==> config.mk <==
export PLATFORM = sky130hd
export DESIGN_NAME = reset_sequencer
export DESIGN_NICKNAME = d
export VERILOG_FILES = /design/src/rtl/reset_sequencer.sv
export SDC_FILE = /design/constraint.sdc
export NUM_CORES = 1
export LEC_CHECK = 0
export ABC_AREA = 1
export BUFFER_PORTS_ARGS = -buffer_cell sky130_fd_sc_hd__buf_2
export CAP_MARGIN = 20
export CORE_ASPECT_RATIO = 0.6
export CORE_MARGIN = 2
export CORE_UTILIZATION = 54
export CTS_CLUSTER_DIAMETER = 30
export CTS_CLUSTER_SIZE = 25
export DETAILED_ROUTE_END_ITERATION = 10
export HOLD_SLACK_MARGIN = 0.06
export PLACE_DENSITY = 0.74
export SYNTH_ARGS = -nofsm -noshare
export SYNTH_HDL_FRONTEND = slang
export SYNTH_SLANG_ARGS = --single-unit
==> constraint.sdc <==
create_clock -name clk -period 3.5 [get_ports clk]
set_input_delay 0.525 -clock clk [delete_from_list [all_inputs] [get_ports clk]]
set_output_delay 0.525 -clock clk [all_outputs]
set_load 0.1 [all_outputs]
==> src/rtl/reset_sequencer.sv <==
// reset_sequencer: ordered, acknowledged per-domain reset release with timeout and watchdog supervision
module reset_sequencer #(
  parameter int STAGES      = 3,
  parameter int HOLD_CYCLES = 16,
  parameter int STAGE_GAP   = 8,
  parameter int ACK_TIMEOUT = 64,
  parameter int WDT_CYCLES  = 1024
) (
  input  logic              clk,
  input  logic              rst,
  input  logic [STAGES-1:0] stage_ack,
  input  logic              wdt_kick,
  output logic [STAGES-1:0] rst_out_n,
  output logic              ready,
  output logic              fault,
  output logic [3:0]        fault_stage,
  output logic [7:0]        wdt_count
);
  localparam int m1 = HOLD_CYCLES > STAGE_GAP ? HOLD_CYCLES : STAGE_GAP;
  localparam int m2 = ACK_TIMEOUT > WDT_CYCLES ? ACK_TIMEOUT : WDT_CYCLES;
  localparam int maxp = m1 > m2 ? m1 : m2;
  localparam int cw = $clog2(maxp + 1);
  typedef enum logic [2:0] {HOLD, WAIT_ACK, GAP, RUN, FAULT} state_t;
  state_t state;
  logic [cw-1:0] cnt;
  logic [3:0] idx;
  logic [STAGES-1:0] ack_sh, rel;
  assign ack_sh = stage_ack >> idx;
  assign rel = (rst_out_n << 1) | STAGES'(1);
  always_ff @(posedge clk) begin
    if (!rst) begin
      state <= HOLD;
      cnt <= '0;
      idx <= '0;
      rst_out_n <= '0;
      ready <= 1'b0;
      fault <= 1'b0;
      fault_stage <= '0;
      wdt_count <= '0;
    end else begin
      case (state)
        HOLD:
          if (cnt == cw'(HOLD_CYCLES - 1)) begin
            rst_out_n <= rel;
            cnt <= '0;
            state <= WAIT_ACK;
          end else cnt <= cnt + cw'(1);
        WAIT_ACK:
          if (ack_sh[0]) begin
            cnt <= '0;
            state <= idx == 4'(STAGES - 1) ? RUN : GAP;
            ready <= idx == 4'(STAGES - 1);
          end else if (cnt == cw'(ACK_TIMEOUT - 1)) begin
            state <= FAULT;
            rst_out_n <= '0;
            fault <= 1'b1;
            fault_stage <= idx;
          end else cnt <= cnt + cw'(1);
        GAP:
          if (cnt == cw'(STAGE_GAP - 1)) begin
            idx <= idx + 4'd1;
            rst_out_n <= rel;
            cnt <= '0;
            state <= WAIT_ACK;
          end else cnt <= cnt + cw'(1);
        RUN:
          if (wdt_kick) cnt <= '0;
          else if (WDT_CYCLES != 0) begin
            if (cnt == cw'(WDT_CYCLES - 1)) begin
              rst_out_n <= '0;
              ready <= 1'b0;
              wdt_count <= wdt_count + {7'd0, wdt_count != 8'hff};
              idx <= '0;
              cnt <= '0;
              state <= HOLD;
            end else cnt <= cnt + cw'(1);
          end
        default: ;
      endcase
    end
  end
endmodule

==> metrics.txt <==
CP max stage cell=dfxtp_1; Clock transition at path regs=roughly 0.07 ns; setup violators final=0; Layout fillers=338; initial antenna violation count=0; clk root buf=clkbuf_8; RSZ-0062 raised after global routing=no; number of I/O port buffers=22; Leak=between 1 and 1.5 nW; status=completed; Cells after Synth=301; Yosys top cell area share=between 30% and 40%; most area-hungry cell type in the Yosys netlist=dfxtp_1; Final Skew=between 0.006 and 0.007 ns; CTS Hold Bufs=0; Fin Hold WS=roughly 0.46 ns; commonest cells in the netlist=nand2_1 (74), nor2_1 (36), dfxtp_1 (35), a21oi_1 (28), inv_1 (24); CP cell instances=nand2_1 -> nor3_1 -> nand2_1 -> ha_1 -> ha_1 -> nand2_1 -> xor2_1 -> nand2_1 -> a21oi_1; Sink Count=35; Final Critical Period=~1.8 ns; via count=approximately 1.9k; Setup CP Type=flop to flop; Max IR drop VDD=roughly 0.00041 V; WP data required=about 3.7 ns; Arr. time, crit path=2.06 ns; largest net degree at the start of global routing=24; synth unique cells=30; post-route ant nets=0; final period utilization=between 50% and 60%; GP Congestion=~0.93; Remaining DRCs=0; Worst Max-Slew Pin Slew=just under 0.8 ns; CP Max Fanout=5; Simple-Gate Fraction of Synth Area=around 42%; FMAX=around 0.54 GHz; Layout area overhead=11.8%; TritonCTS clock tree=built; Die Ht=approximately 52 µm; Ant. Diodes=0; crit end category=flop; final hold violation count=0; relative max-transition margin=a little under half; DP HPWL=~3700 µm; crit-path max cell delay=around 0.43 ns; placed cell areas=roughly 0.0023 mm²; post-CTS setup buffers=0; Via density=between 5 and 6; Die Wd=roughly 85 µm; Max H-tree Level=2; first-pass GRT wire length=about 8200 µm; Hold Crit Class=flop to flop; most common cell in the netlist=nand2_1; register area share after synthesis=about a third; Post-Layout Inst Area=around 0.0024 mm²; main area contributors after synthesis=dfxtp_1 (33%), nand2_1 (13%), a21oi_1 (6.6%); worst skew pair latency=roughly 0.29 ns; CTS Buf Count=5; maxcap violations=0; Slew Viols, Final=0; drt pass-1 iters=5; most frequent CP cell=nand2_1; drt first-iter violations=around 130; largest family of logic cells by synthesized area=simple AND/OR/NAND/NOR gates; top-level I/O count=23; CTS Buffer Depth=2; XOR/XNOR share of the synthesized area=roughly 3.3%; starting density of the core=around 57%; EDFF count, synth=0; adder-cell share of the synthesized area=2.97%; multiplexer share of the synthesized area=0%; Post-synth top flop=dfxtp_1; nets@finish=around 340; Mapped Area=roughly 0.0021 mm²; vias in the first global route=1739; num rows=17; Async S/R FF share, synth=0%; Setup TNS=0 ns; core area=between 0.003 and 0.004 mm²; share of cells above drive strength 1=around 22%; Routed WL=4860 µm; Post-Syn Nets=~310; Die ar.=between 0.004 and 0.005 mm²; Startpoint Class=flop; Synth Area in Compound Gates=10.3%; Mean Syn Cell Area=about 7.0 µm²; crit-path leading delay family=simple AND/OR/NAND/NOR gates; pwr dens=~580 mW/mm²; Tot GR Track Use=23.9%; Yosys Warn Count=0; FF+latch count, synth=35; gr ovfl total=0; cts repair resizes=0; Routed wire per std cell=~13 µm; Buf+Inv Stages, Crit Path=0
[tightest hold or removal path: stages (launching register included)]
cell     delay [ns]
dfxtp_1        0.31
nand2_1        0.06
a21oi_1        0.05
[layer usage]
| layer | track usage (%) | wire (µm) | part of all wire [%] |
|---|---|---|---|
| met1 | 36.3 | 2580 | 53 |
| met2 | 33.1 | 1830 | 38 |
| met3 | 6.30 | 405 | 8.3 |
| met4 | 5.82 | 40 | 0.82 |
| met5 | 0 | 0 | 0 |
[where the power goes]
| group | switching [W] | internal, W | total, W | leakage [nW] |
|---|---|---|---|---|
| registers | 0.0000581 | 0.000436 | 0.000494 | 0.283 |
| logic | 0.000353 | 0.000169 | 0.000522 | 0.769 |
| clock network | 0.000142 | 0.000209 | 0.000351 | 0.0513 |
| total | 0.000553 | 0.000814 | 0.00137 | 1.10 |
[state kept, by name, indices dropped and copies added (netlist names)]
name	flops
rst_out_n	3
state	3
cnt	11
fault_stage	4
ready	1
idx	4
fault	1
wdt_count	8
[through the flow]
step / power, W / cells / setup slack [ns] / utilization (%)
2_1_floorplan: 0.000918 / 301 / 1.23 / -
3_3_place_gp: 0.00101 / 366 / 1.69 / 61.0
3_5_place_dp: 0.00102 / 366 / 1.69 / 61.0
4_1_cts: 0.00137 / 373 / 1.73 / 63.7
5_1_grt: 0.00145 / 373 / 1.46 / 63.7
6_report: 0.00137 / 373 / 1.66 / 63.7
[final cells by class]
cell class / count / area (µm²) / area share (%)
Clock buffer: 6 / 72.6 / 3.08
Clock inverter: 1 / 30.0 / 1.27
Inverter: 36 / 143 / 6.05
Multi-Input combinational cell: 226 / 1240 / 52.7
Sequential cell: 35 / 701 / 29.7
Tap cell: 47 / 58.8 / 2.49
Timing Repair Buffer: 22 / 110 / 4.67
[path summary, 6_finish.rpt]
| check | to | cells past startpoint | start | slack (ns) |
|---|---|---|---|---|
| setup / recovery | wdt_count[6] | 9 | wdt_count[2] | 1.66 |
| setup reg to reg | wdt_count[6] | 9 | wdt_count[2] | 1.66 |
| hold reg to reg | rst_out_n[2] | 2 | rst_out_n[2] | 0.46 |
| hold / removal | rst_out_n[2] | 2 | rst_out_n[2] | 0.46 |
[cell usage in the layout, fill, tap and decap left out]
master / Yosys / layout
nand2_1: 74 / 74
nor2_1: 36 / 36
dfxtp_1: 35 / 35
a21oi_1: 28 / 28
inv_1: 24 / 24
buf_2: 0 / 22
nand3_1: 16 / 16
inv_2: 10 / 10
nand2_2: 8 / 8
o21ai_1: 8 / 8
xor2_1: 7 / 7
nand4_1: 6 / 6
nor3_1: 5 / 5
nand2_4: 5 / 5
nor2_2: 5 / 5
ha_1: 5 / 5
clkbuf_8: 0 / 5
o21ai_0: 4 / 4
nor2_4: 3 / 3
nand4_2: 3 / 3
nand3_2: 3 / 3
nand3b_1: 3 / 3
nor2_8: 2 / 2
clkinv_4: 1 / 1
nor3_4: 1 / 1
a21oi_4: 1 / 1
inv_4: 1 / 1
xnor2_1: 1 / 1
and2_4: 1 / 1
nor3b_2: 1 / 1
bufinv_16: 0 / 1
clkbuf_1: 3 / 1
[kinds of logic after synthesis]
logic type | Yosys count
AND/OR/NAND/NOR | 172
buffers and inverters | 40
XOR/XNOR | 8
AO/OA/AOI/OAI | 41
adder cells (fa/ha/maj) | 5
flip-flops | 35
Note: power is estimated with default switching activity, not from simulation.
